File: config.mk
export PLATFORM = sky130hd
export DESIGN_NAME = multi_line_animator
export DESIGN_NICKNAME = d
export VERILOG_FILES = /design/src/rtl/multi_line_animator.sv
export SDC_FILE = /design/constraint.sdc
export NUM_CORES = 1
export LEC_CHECK = 0
export CORE_ASPECT_RATIO = 0.7
export CORE_MARGIN = 5
export CORE_UTILIZATION = 35
export DETAILED_ROUTE_END_ITERATION = 8
export GPL_ROUTABILITY_DRIVEN = 0
export MAX_ROUTING_LAYER = met4
export SYNTH_ARGS = -nofsm -noshare
export SYNTH_HDL_FRONTEND = slang
export SYNTH_SLANG_ARGS = --single-unit
File: constraint.sdc
create_clock -name clk -period 6.5 [get_ports clk]
set_input_delay 1.3 -clock clk [delete_from_list [all_inputs] [get_ports clk]]
set_output_delay 1.3 -clock clk [all_outputs]
set_load 0.005 [all_outputs]
File: src/rtl/multi_line_animator.sv
// multi_line_animator: animates N_LINES parallel lines, erasing and redrawing them one step further per update
// Ports:
//   clk, reset    clock and synchronous active-high reset
//   update_event  one-cycle request to advance the animation
//   pause         while high, an erase is not started from HOLD
//   x, y          pixel coordinates, meaningful when pixel_valid is high
//   pixel_color   1 draws white, 0 erases black
//   pixel_valid   (x, y, pixel_color) is a pixel to write this cycle
//   frame_done    pulse on the last pixel of the last drawn line
//   step          current animation position
// line_drawer: Bresenham rasteriser; reset loads the endpoints, then one pixel per cycle until (x1, y1)
module line_drawer #(
    parameter int W = 11
) (
    input  logic         clk,
    input  logic         reset,
    input  logic [W-1:0] x0_i,
    input  logic [W-1:0] y0_i,
    input  logic [W-1:0] x1_i,
    input  logic [W-1:0] y1_i,
    output logic [W-1:0] x_o,
    output logic [W-1:0] y_o
);
    localparam int E = W + 3;
    logic [W-1:0] x_q, x_d, y_q, y_d, x1_q, y1_q;
    logic signed [E-1:0] dx_q, dy_q, err_q, err_d;
    logic signed [E-1:0] ddx, ddy, adx, ady, e2;
    logic sx_q, sy_q, step_x, step_y, done;
    always_comb begin
        ddx = $signed(E'(x1_i)) - $signed(E'(x0_i));
        ddy = $signed(E'(y1_i)) - $signed(E'(y0_i));
        adx = ddx < 0 ? -ddx : ddx;
        ady = ddy < 0 ? -ddy : ddy;
        e2 = err_q <<< 1;
        done = x_q == x1_q && y_q == y1_q;
        step_x = !done && e2 >= dy_q;
        step_y = !done && e2 <= dx_q;
        x_d = step_x ? (sx_q ? x_q - W'(1) : x_q + W'(1)) : x_q;
        y_d = step_y ? (sy_q ? y_q - W'(1) : y_q + W'(1)) : y_q;
        err_d = err_q + (step_x ? dy_q : '0) + (step_y ? dx_q : '0);
    end
    always_ff @(posedge clk) begin
        if (reset) begin
            x_q   <= x0_i;
            y_q   <= y0_i;
            x1_q  <= x1_i;
            y1_q  <= y1_i;
            dx_q  <= adx;
            dy_q  <= -ady;
            err_q <= adx - ady;
            sx_q  <= ddx < 0;
            sy_q  <= ddy < 0;
        end else begin
            x_q   <= x_d;
            y_q   <= y_d;
            err_q <= err_d;
        end
    end
    assign x_o = x_q;
    assign y_o = y_q;
endmodule

module multi_line_animator #(
    parameter int W            = 11,
    parameter int N_LINES      = 2,
    parameter int LINE_SPACING = 20,
    parameter int LEN_X        = 10,
    parameter int LEN_Y        = 15,
    parameter int STEPS        = 128,
    parameter int BOUNCE       = 0
) (
    input  logic         clk,
    input  logic         reset,
    input  logic         update_event,
    input  logic         pause,
    output logic [W-1:0] x,
    output logic [W-1:0] y,
    output logic         pixel_color,
    output logic         pixel_valid,
    output logic         frame_done,
    output logic [W-1:0] step
);
    localparam int LW = N_LINES > 1 ? $clog2(N_LINES) : 1;
    typedef enum logic [2:0] {LOAD_DRAW, DRAW, HOLD, LOAD_ERASE, ERASE} state_t;
    state_t state_q, state_d;
    logic [W-1:0] step_q, step_d, x0, y0, x1, y1;
    logic [LW-1:0] line_q, line_d;
    logic dir_q, dir_d, pending_q, pending_d;
    logic active, complete, last_line, turn;
    assign x0 = step_q;
    assign y0 = step_q + W'(int'(line_q) * LINE_SPACING);
    assign x1 = x0 + W'(LEN_X);
    assign y1 = y0 + W'(LEN_Y);
    assign last_line = line_q == LW'(N_LINES - 1);
    assign active = state_q == DRAW || state_q == ERASE;
    assign complete = active && x == x1 && y == y1;
    assign pixel_valid = active && !reset;
    assign pixel_color = state_q == DRAW && !reset;
    assign frame_done = state_q == DRAW && complete && last_line && !reset;
    assign step = step_q;
    // dir_q=1 means stepping down; turn marks the reversal point in ping-pong mode
    assign turn = dir_q ? step_q == '0 : step_q == W'(STEPS - 1);
    line_drawer #(.W(W)) u_drawer (
        .clk  (clk),
        .reset(reset || state_q == LOAD_DRAW || state_q == LOAD_ERASE),
        .x0_i (x0),
        .y0_i (y0),
        .x1_i (x1),
        .y1_i (y1),
        .x_o  (x),
        .y_o  (y)
    );
    always_comb begin
        state_d   = state_q;
        step_d    = step_q;
        line_d    = line_q;
        dir_d     = dir_q;
        pending_d = pending_q | update_event;
        case (state_q)
            LOAD_DRAW:  state_d = DRAW;
            LOAD_ERASE: state_d = ERASE;
            DRAW: if (complete) begin
                line_d  = last_line ? '0 : line_q + LW'(1);
                state_d = last_line ? HOLD : LOAD_DRAW;
            end
            HOLD: if ((update_event || pending_q) && !pause) begin
                pending_d = 1'b0;
                state_d   = LOAD_ERASE;
            end
            ERASE: if (complete) begin
                line_d  = last_line ? '0 : line_q + LW'(1);
                state_d = last_line ? LOAD_DRAW : LOAD_ERASE;
                if (last_line) begin
                    dir_d  = BOUNCE != 0 && (dir_q ^ turn);
                    step_d = BOUNCE != 0 ? (dir_d ? step_q - W'(1) : step_q + W'(1))
                                         : (turn ? '0 : step_q + W'(1));
                end
            end
            default: state_d = LOAD_DRAW;
        endcase
    end
    always_ff @(posedge clk) begin
        if (reset) begin
            state_q   <= LOAD_DRAW;
            step_q    <= '0;
            line_q    <= '0;
            dir_q     <= 1'b0;
            pending_q <= 1'b0;
        end else begin
            state_q   <= state_d;
            step_q    <= step_d;
            line_q    <= line_d;
            dir_q     <= dir_d;
            pending_q <= pending_d;
        end
    end
endmodule

==> reports/metrics.yaml <==
postCtsSetupRepairBufs: 0
worst_ep_required_time_ns: 5.20
cpPeakStageDelay_ns: 0.51
port_buffers: 39
synth_area_um2: 8190
synthSimpleGateAreaFrac: 0.150
drive_above_1_share: 0.0708
synth_compound_area_frac: 0.144
report.final.slew_viol_count: 0
cts_hold_buf: 0
htreeDepth: 3
first_global_vias: 6140
path_common_cell: "ha_1"
dr_total_vias: 6459
dr.pass1.iters: 6
dieArea_um2: 26600
synth_xor_xnor_area_share: 0.161
core_area_um2: 22800
synth.yosys.seq_area_share: 0.309
synth_top_family_by_area: "XOR/XNOR gates"
drt-vias-per-instance: 5.13
crit_type: "register to output pin"
track_usage: 0.174
ir_drop_v: 0.000103
hold_viol: 0
diodes: 0
path_buf_inv: 3
finalNonFillerCells: 1258
synthAdderAreaFrac: 0.160
syn_area_per_cell_um2: 9.11
place_ws_ns: 0.540
numCtsBuffers: 9
syn_to_final_growth_pct: 13.3
drc: 0
slew_headroom: 0.460
synthArstFlopShare: 0
syn-instance-count: 899
period_share: 0.945
power_density_nw_per_um2: 219
worstSkewPairLatency_ns: 0.36
p_leak_nw: 3.97
synth_ff_type: "edfxtp_1"
synth_edf_count: 65
synth-seq-cells: 94
crit_path_end_kind: "output pin"
fin_crit_ns: 6.14
dp.cells: 1242
fin_tns_setup_ns: 0
cp_max_fo: 8
slowest_stage: "clkdlybuf4s50_1"
grt_start_max_net_pins: 37
clk_pin_slew_worst_paths_ns: 0.08
clockBufferDepth: 2
rsz0062_at_grt: "no"
cts_tree: "built"
cp.arrival_ns: 4.84
cp_top_family: "simple AND/OR/NAND/NOR gates"
maxCapViolCount: 0
cts_root_buffer: "clkbuf_16"
fp-row-count: 46
min_path_type: "register to register"
routedWlPerCell_um: 17.3
yosysUniqueCellTypes: 77
finalSetupViolCount: 0
die_h_um: 138
nets: 1040
hpwl_mm: 17.7
drt_iter0_drc: 630
path_cells: "ha_1 > ha_1 > xor2_2 > inv_1 > or2_2 > or3_1 > nor3_1 > ha_1 > xnor2_1 > nor4_1 > nand4_1 > nor4_2 > buf_4 > and3_1 > clkdlybuf4s50_1"
grt_pass1_wl_mm: 34.7
cts.sinks: 94
drt-total-wl_mm: 21.8
worst_slew_pin_slew_ns: 0.804
post_synth_mux_area_share: 0.00764
status: "completed"
timing.final.ws_setup_ns: 0.357
yosysWarningCount: 0
start_util: 0.358
fmax_ghz: 0.163
pin_count: 40
die_w_um: 193
fin_skew_ns: 0.00954
antenna_found_initial: 0
grt_overflow_total: 0
ant_nets: 0
start_kind: "register"
-- final cells by class --
class	instances	area [µm²]
fillers	2310	13600
multi-input cells	666	5120
flip-flops and latches	94	2530
repair buffers	55	510
inverters	115	432
well taps	312	390
clock buffers	9	225
clock inverters	7	62.6
-- cells by family (layout without fill, tap and decap cells) --
group	count (synthesis)	after routing
and+or+nand+nor	240	240
xor gates and xnor gates	142	142
other	1	2
muxes	6	6
buffers and inverters	140	186
adders and majority gates	96	96
DFF	94	94
AOI/OAI and AO/OA	180	180
-- final timing paths --
kind | from | end | slack, ns | cells after the start
worst max-delay path | last_line | frame_done | 0.36 | 15
worst min register to register | pending_q | pending_q | 0.53 | 2
worst max register to register | last_line | u_drawer.err_q[10] | 0.67 | 21
worst min-delay path | pending_q | pending_q | 0.53 | 2
-- metal layers --
layer  global-route usage  vias to the layer above  part of all wire
li1                     -                     3193                 -
met1                0.282                     3059              0.56
met2                0.220                      191              0.37
met3               0.0289                       16             0.059
met4               0.0348                        0             0.012
met5                    -                        -                 0
-- layout by cell type, fill, tap and decap left out, drive strengths merged, types with 15 or more instances in the layout --
cell,n
xnor2,107
edfxtp,65
xor2,32
a21oi,48
nor2,64
nor4,18
nand3,15
fa,15
dfxtp,29
ha,80
buf,16
nand2,65
nor3,15
inv,121
o21ai,48
clkdlybuf4s50,39
-- cells in the mapped netlist (4+ instances only) --
| master | n | share of area |
|---|---|---|
| a211oi_1 | 4 | 0.0037 |
| a21boi_0 | 6 | 0.0055 |
| a21o_1 | 12 | 0.011 |
| a21oi_1 | 47 | 0.029 |
| a31oi_1 | 5 | 0.0038 |
| and2_1 | 6 | 0.0046 |
| and3_1 | 6 | 0.0046 |
| buf_2 | 6 | 0.0037 |
| clkbuf_1 | 15 | 0.0069 |
| dfxtp_1 | 29 | 0.071 |
| edfxtp_1 | 65 | 0.24 |
| fa_1 | 15 | 0.037 |
| ha_1 | 80 | 0.12 |
| inv_1 | 112 | 0.051 |
| mux2i_1 | 4 | 0.0049 |
| nand2_1 | 64 | 0.029 |
| nand2b_1 | 9 | 0.0069 |
| nand3_1 | 14 | 0.0086 |
| nand4_1 | 12 | 0.0092 |
| nor2_1 | 64 | 0.029 |
| nor2b_1 | 8 | 0.0061 |
| nor3_1 | 15 | 0.0092 |
| nor4_1 | 15 | 0.011 |
| o211ai_1 | 7 | 0.0064 |
| o21a_1 | 12 | 0.011 |
| o21ai_0 | 45 | 0.028 |
| o21bai_1 | 9 | 0.0083 |
| o31ai_1 | 4 | 0.0037 |
| or2_2 | 4 | 0.0031 |
| or3_1 | 7 | 0.0053 |
| xnor2_1 | 104 | 0.11 |
| xor2_1 | 32 | 0.034 |
-- where the power goes --
group / switching (mW) / internal [mW] / leakage, nW / total [mW]
Combinational: 0.405 / 0.343 / 2.90 / 0.748
Sequential: 0.0588 / 0.686 / 0.930 / 0.745
Clock: 0.265 / 0.270 / 0.145 / 0.535
Total: 0.729 / 1.30 / 3.97 / 2.03
-- state kept, by name, indices dropped and copies added, names as in the netlist --
register and count:
state_q 3, u_drawer.sx_q 1, step 11, u_drawer.err_q 13, u_drawer.y1_q 11, u_drawer.x_o 11, u_drawer.dy_q 10, u_drawer.y_o 11
u_drawer.sy_q 1, u_drawer.x1_q 11, u_drawer.dx_q 9, last_line 1, pending_q 1
-- worst min-delay path, delay by kind of cell (launching register included) --
family           cells  cell delay [ns]
AO/OA/AOI/OAI        1             0.07
flip-flops           1             0.30
AND/OR/NAND/NOR      1             0.12
-- what timing repair did --
action / in CTS / in global routing
hold endpoints to repair: 0 / 0
gates resized for setup: 0 / 5
endpoints found under the setup margin: 0 / 1
-- stage by stage --
stage | util | cell area, µm² | hold WS (ns) | power (mW)
global route | 0.406 | 9280 | 0.578 | 2.18
CTS | 0.405 | 9260 | 0.535 | 2.04
detailed placement | 0.393 | 8970 | 0.520 | 1.51
global placement | 0.393 | 8970 | 0.522 | 1.49
finish | 0.406 | 9280 | 0.533 | 2.03
floorplan | - | 8190 | 0.458 | 1.29
No activity file was read; power rests on OpenSTA's default activity.
